==> config.mk <==
export PLATFORM = sky130hd
export DESIGN_NAME = pad_poll_scheduler
export DESIGN_NICKNAME = d
export VERILOG_FILES = /design/src/rtl/pad_poll_scheduler.sv
export SDC_FILE = /design/constraint.sdc
export NUM_CORES = 1
export LEC_CHECK = 0
export BUFFER_PORTS_ARGS = -buffer_cell sky130_fd_sc_hd__buf_2
export CAP_MARGIN = 10
export CELL_PAD_IN_SITES_DETAIL_PLACEMENT = 1
export CELL_PAD_IN_SITES_GLOBAL_PLACEMENT = 1
export CORE_MARGIN = 5
export CORE_UTILIZATION = 38
export CTS_CLUSTER_SIZE = 16
export DETAILED_ROUTE_END_ITERATION = 8
export MAX_ROUTING_LAYER = met4
export PLACE_DENSITY = 0.69
export SYNTH_ARGS = -nofsm -noshare
export SYNTH_HDL_FRONTEND = slang
export SYNTH_SLANG_ARGS = --single-unit
==> constraint.sdc <==
create_clock -name clk -period 2.3 [get_ports clk]
set_input_delay 0.23 -clock clk [delete_from_list [all_inputs] [get_ports clk]]
set_output_delay 0.23 -clock clk [all_outputs]
set_load 0.005 [all_outputs]
==> src/rtl/pad_poll_scheduler.sv <==
// Polls two pads per frame on a shared transfer engine and latches logical P1/P2 button words.
// Define PAD_RESET_COMBO_EN to add the held-button reset-combo detector.
module pad_poll_scheduler #(
    parameter int PERIOD       = 8333,
    parameter int TIMEOUT      = 1024,
    parameter int DROP_COUNT   = 3,
    parameter int COMBO_FRAMES = 30
) (
    input  logic        clk,
    input  logic        n_reset,
    output logic        xfer_start,
    output logic        xfer_abort,
    output logic        port_sel,
    input  logic        xfer_done,
    input  logic        xfer_ok,
    input  logic [15:0] xfer_buttons,
    input  logic        pad_exchange,
    output logic [15:0] buttons_p1,
    output logic [15:0] buttons_p2,
    output logic        connect_p1,
    output logic        connect_p2,
    output logic        frame_tick,
    output logic        overrun,
    output logic        combo_reset
);

    localparam int PW = $clog2(PERIOD + 1);
    localparam int TW = $clog2(TIMEOUT + 1);
    localparam int FW = $clog2(DROP_COUNT + 1);

    if (PERIOD < 2 || TIMEOUT < 1 || DROP_COUNT < 1 || COMBO_FRAMES < 1) begin : g_bad_params
        $error("pad_poll_scheduler: parameters out of range");
    end

    typedef enum logic [1:0] {IDLE, START, WAIT, LATCH} state_t;

    state_t              state;
    state_t              state_next;
    logic [PW-1:0]       period_cnt;
    logic [TW-1:0]       timeout_cnt;
    logic                cur_port;
    logic                exch_q;
    logic [1:0][15:0]    shadow_btn;
    logic [1:0]          shadow_con;
    logic [1:0][FW-1:0]  fail_cnt;

    logic                wrap;
    logic                timeout_hit;
    logic                xfer_end;
    logic                xfer_good;
    logic                xfer_fail;
    logic [15:0]         next_btn_p1;
    logic [15:0]         next_btn_p2;
    logic                next_con_p1;
    logic                next_con_p2;

    assign wrap        = (period_cnt == PW'(PERIOD - 1));
    assign timeout_hit = (timeout_cnt == TW'(TIMEOUT - 1));
    assign port_sel    = cur_port;
    assign xfer_good   = xfer_end && xfer_done && xfer_ok;
    assign xfer_fail   = xfer_end && !(xfer_done && xfer_ok);

    assign next_btn_p1 = exch_q ? shadow_btn[1] : shadow_btn[0];
    assign next_btn_p2 = exch_q ? shadow_btn[0] : shadow_btn[1];
    assign next_con_p1 = exch_q ? shadow_con[1] : shadow_con[0];
    assign next_con_p2 = exch_q ? shadow_con[0] : shadow_con[1];

    always_ff @(posedge clk or negedge n_reset) begin
        if (!n_reset) state <= IDLE;
        else          state <= state_next;
    end

    // A completion that coincides with the timeout wins, so no abort is issued for it.
    always_comb begin
        state_next = state;
        xfer_start = 1'b0;
        xfer_abort = 1'b0;
        xfer_end   = 1'b0;
        case (state)
            IDLE: begin
                if (wrap) state_next = START;
            end
            START: begin
                xfer_start = 1'b1;
                state_next = WAIT;
            end
            WAIT: begin
                if (xfer_done) begin
                    xfer_end = 1'b1;
                end else if (timeout_hit) begin
                    xfer_abort = 1'b1;
                    xfer_end   = 1'b1;
                end
                if (xfer_end) state_next = cur_port ? LATCH : START;
            end
            LATCH: begin
                state_next = IDLE;
            end
            default: state_next = IDLE;
        endcase
    end

    always_ff @(posedge clk or negedge n_reset) begin
        if (!n_reset) begin
            period_cnt  <= '0;
            timeout_cnt <= '0;
            cur_port    <= 1'b0;
            exch_q      <= 1'b0;
        end else begin
            period_cnt <= wrap ? '0 : period_cnt + PW'(1);
            if (state == START)     timeout_cnt <= '0;
            else if (state == WAIT) timeout_cnt <= timeout_cnt + TW'(1);
            if (state == IDLE && wrap)                cur_port <= 1'b0;
            else if (xfer_end && !cur_port)           cur_port <= 1'b1;
            else if (state == LATCH)                  cur_port <= 1'b0;
            if (state == START && !cur_port) exch_q <= pad_exchange;
        end
    end

    // Failures below the drop threshold keep the last good button word.
    always_ff @(posedge clk or negedge n_reset) begin
        if (!n_reset) begin
            shadow_btn <= {2{16'hFFFF}};
            shadow_con <= 2'b00;
            fail_cnt   <= '0;
        end else if (xfer_good) begin
            fail_cnt[cur_port]   <= '0;
            shadow_con[cur_port] <= 1'b1;
            shadow_btn[cur_port] <= xfer_buttons;
        end else if (xfer_fail) begin
            if (fail_cnt[cur_port] >= FW'(DROP_COUNT - 1)) begin
                fail_cnt[cur_port]   <= FW'(DROP_COUNT);
                shadow_con[cur_port] <= 1'b0;
                shadow_btn[cur_port] <= 16'hFFFF;
            end else begin
                fail_cnt[cur_port] <= fail_cnt[cur_port] + FW'(1);
            end
        end
    end

    // frame_tick is registered so it coincides with the newly latched outputs.
    always_ff @(posedge clk or negedge n_reset) begin
        if (!n_reset) begin
            buttons_p1 <= 16'hFFFF;
            buttons_p2 <= 16'hFFFF;
            connect_p1 <= 1'b0;
            connect_p2 <= 1'b0;
            frame_tick <= 1'b0;
            overrun    <= 1'b0;
        end else begin
            frame_tick <= (state == LATCH);
            if (state == LATCH) begin
                buttons_p1 <= next_btn_p1;
                buttons_p2 <= next_btn_p2;
                connect_p1 <= next_con_p1;
                connect_p2 <= next_con_p2;
            end
            if (wrap && state != IDLE) overrun <= 1'b1;
        end
    end

`ifdef PAD_RESET_COMBO_EN
    localparam int CW = $clog2(COMBO_FRAMES + 1);
    logic [CW-1:0] combo_cnt;

    always_ff @(posedge clk or negedge n_reset) begin
        if (!n_reset) begin
            combo_cnt <= '0;
        end else if (state == LATCH) begin
            if (next_con_p1 && next_btn_p1[11:8] == 4'h0) begin
                if (combo_cnt != CW'(COMBO_FRAMES)) combo_cnt <= combo_cnt + CW'(1);
            end else begin
                combo_cnt <= '0;
            end
        end
    end

    assign combo_reset = (combo_cnt == CW'(COMBO_FRAMES));
`else
    assign combo_reset = 1'b0;
`endif

endmodule

==> impl_results.md <==
- Status: finished, final reports clean
- Post-Synthesis Cells: just over 400
- WP buf/inv: 1
- Area share of the largest cell type after synthesis: 36.2%
- Row count: 40
- Hold_sp: xfer_buttons[13]
- I/O pins: 61
- Leak Pwr: ~2.4 nW
- Post_cts resized: 0
- CTS tree: yes
- Most frequent cells in the layout: dfstp_2, buf_2, nor2_1
- Fill cells: 1319
- Die ar.: 14500 sq um
- Max-slew violation count: 0
- Finish-stage setup viols: 0
- Post-synth EDFFs: 0
- Worst vdd ir: between 0.0008 and 0.0009 V
- CTS max path bufs: 2
- Data required, critical path: 2.07 ns
- Avg Inst Size Synth: about 12 sq um
- R2r endpoint: shadow_btn[28]
- Initial DRC Count: around 160
- H-tree Lvls: 3
- Least-Margin Pin Slew: approximately 0.64 ns
- Synth area leader: dfstp_2
- Placed cells: 597
- Routed Antenna Nets: 0
- Minimum clock period: about 2.1 ns
- Startpoint Class: register
- Via count: around 3300
- Reg-to-reg slack, setup: 0.28 ns
- Die Y-Extent: around 120 um
- Root Driver: clkbuf_16
- Die W: 121 um
- Overall power: slightly below 8 mW
- GP Congestion: approximately 0.74
- Tot GR Track Use: between 10% and 20%
- Largest net degree at the start of global routing: 71
- Area of the core: ~12000 sq um
- Hpwl dp: around 7000 um
- CP cell instances: ha_1, nand4b_1, or3_2, nor2b_1, buf_2
- Synth async-reset ratio: between 90% and 100%
- Switching pwr: around 2.7 mW
- P_int: about 5 mW
- R2R cell count: 7
- Mapped Area: roughly 4600 sq um
- Switch share: between 30 and 40%
- Post-synth top flop: dfstp_2
- Yosys Warn Count: 0
- RSZ-0062 raised after global routing: no
- CP Max Fanout: 4
- Initial antenna violation count: 0
- Port bufs: a little under 60
- Setup CP Type: reg -> out
- Crit share post-route: between 90% and 100%
- Number of CTS-inserted buffers: 9
- Unique masters post-synth: between 40 and 50
- Total wire length: around 11000 um
- Pwr Density: approximately 1400 nW/um^2
- Slew margin rel.: a little under three fifths
- Final net count: between 400 and 500
- Final Instance Count excl. Fillers: around 600
- Max Clk Rate: 468 MHz
- Min-Delay Path Class: in -> reg
- CP Depth: 5
- Hold depth: 2
- Area contributors post-synth: dfstp_2, dfrtp_1, mux2i_1
- Min-Delay Endpoint: shadow_btn[29]
- Seq pwr share: around 46%
- Clock Latency Late Sink: approximately 0.36 ns
- FF-to-FF Start: state[0]
- Worst Path Arrival: 1.91 ns
- Max_cap viols: 0
- Clock slew at reported path FFs: ~0.080 ns
- Clk pwr share: roughly a fifth
- Drt pass-1 iters: 4
- CP endpoint kind: output pin
- CP max-delay cell: or3_2
- Most common cell after layout, fill and taps aside: dfstp_2
- CTS Sinks: 103
- Comb power frac: about a third
- Flop and latch count out of synthesis: between 100 and 150
- Initial Util: approximately 39%
- Fin Hold WS: approximately 0.13 ns
- Vias in the first global route: around 3400
- Final hold viol count: 0
- Post-Syn Nets: between 400 and 500
- Fin util: between 40% and 50%
- Critical path's largest stage delay: approximately 0.5 ns
- Total grt overflow: 0
- Area grow syn2layout: 17.5%
- DR WL/cell: between 15 and 20 um
- Seq/Total Area, Yosys: about 57%
- First-pass GRT wire length: roughly 18000 um
- Clock Skew: between 0.01 and 0.015 ns
- TNS Setup: 0 ns
- Drt via density: 5.31
- Critical path's top delay family: simple AND/OR/NAND/NOR gates
- DR DRC count: 0
- Layout cells sized above 1: approximately 36%
- # diodes: 0
==> how the worst max path moves through the flow <==
stage,start,endpoint,slack (ns)
final,timeout_cnt[0],xfer_abort,0.16
after global routing,timeout_cnt[0],xfer_abort,0.03
after CTS,timeout_cnt[0],xfer_abort,0.14
after detailed placement,state[0],shadow_btn[28],0.33
after global placement,state[0],shadow_btn[18],0.46
after floorplan,state[0],register,0.50
==> state kept, by name (all words and copies together), names as in the netlist, 2 cells and up, named ones only <==
signal,flops
fail_cnt,4
period_cnt,14
shadow_btn,32
buttons_p1,16
buttons_p2,16
state,2
timeout_cnt,11
==> synthesized netlist by cell type, drive strengths merged, types with 9 or more instances <==
cell type  instances
a21oi             42
buf                9
xnor2             11
inv               12
nand2             12
o22a              33
dfrtp             39
clkbuf            15
nor2              46
mux2i             35
dfstp             64
o21ai             11
==> final cells by class <==
type / count / area, sq um / share of cell area (%)
clock buffer: 9 / 225 / 4.12
inverter: 12 / 45.0 / 0.825
clock inverter: 7 / 103 / 1.88
timing repair buffer: 71 / 415 / 7.60
sequential: 103 / 2660 / 48.7
tap: 147 / 184 / 3.37
multi-input combinational: 265 / 1830 / 33.5
==> cells by family (layout without fill, tap and decap cells) <==
group / Yosys count / after routing / synth area share, %
other cells: 1 / 1 / 0.0807
xor+xnor: 16 / 16 / 3.01
mux: 36 / 36 / 7.78
buf+inv: 36 / 99 / 3.50
simple gates: 103 / 103 / 11.5
compound gates: 102 / 102 / 15.0
flops: 103 / 103 / 57.2
fa+ha+maj: 7 / 7 / 1.88
==> per-stage QoR <==
| step | worst slack (ns) | instance area [sq um] |
|---|---|---|
| after CTS | 0.139 | 5460 |
| final | 0.163 | 5460 |
| after global placement | 0.459 | 5120 |
| after floorplan | 0.503 | 4650 |
| after detailed placement | 0.327 | 5120 |
| after global routing | 0.0344 | 5460 |
==> per-layer routing <==
metal,up-vias,wire [um],GRT usage (%)
met2,50,5020,25.6
met5,-,0,-
li1,1561,-,-
met3,11,430,4.58
met4,0,127,4.11
met1,1636,5030,21.1
==> power groups by stage <==
stage | Sequential [mW] | Combinational, mW | Clock [mW]
floorplan | 3.43 | 1.79 | 0
global placement | 3.58 | 2.48 | 0
detailed placement | 3.64 | 2.58 | 0
CTS | 3.61 | 2.61 | 1.70
global route | 3.72 | 2.89 | 1.80
finish | 3.60 | 2.55 | 1.65
==> worst reg2reg max path, delay by kind of cell (launching register included) <==
kind | cells | cell delay (ns)
and+or+nand+nor | 3 | 0.61
DFF | 1 | 0.43
buffers and inverters | 2 | 0.40
adders and majority gates | 1 | 0.34
AOI/OAI and AO/OA | 1 | 0.20
==> what timing repair did <==
item,CTS,global route
hold buffers,1,0
setup buffers,0,0
hold endpoints to repair,17,0
Note: power is estimated with default switching activity, not from simulation.
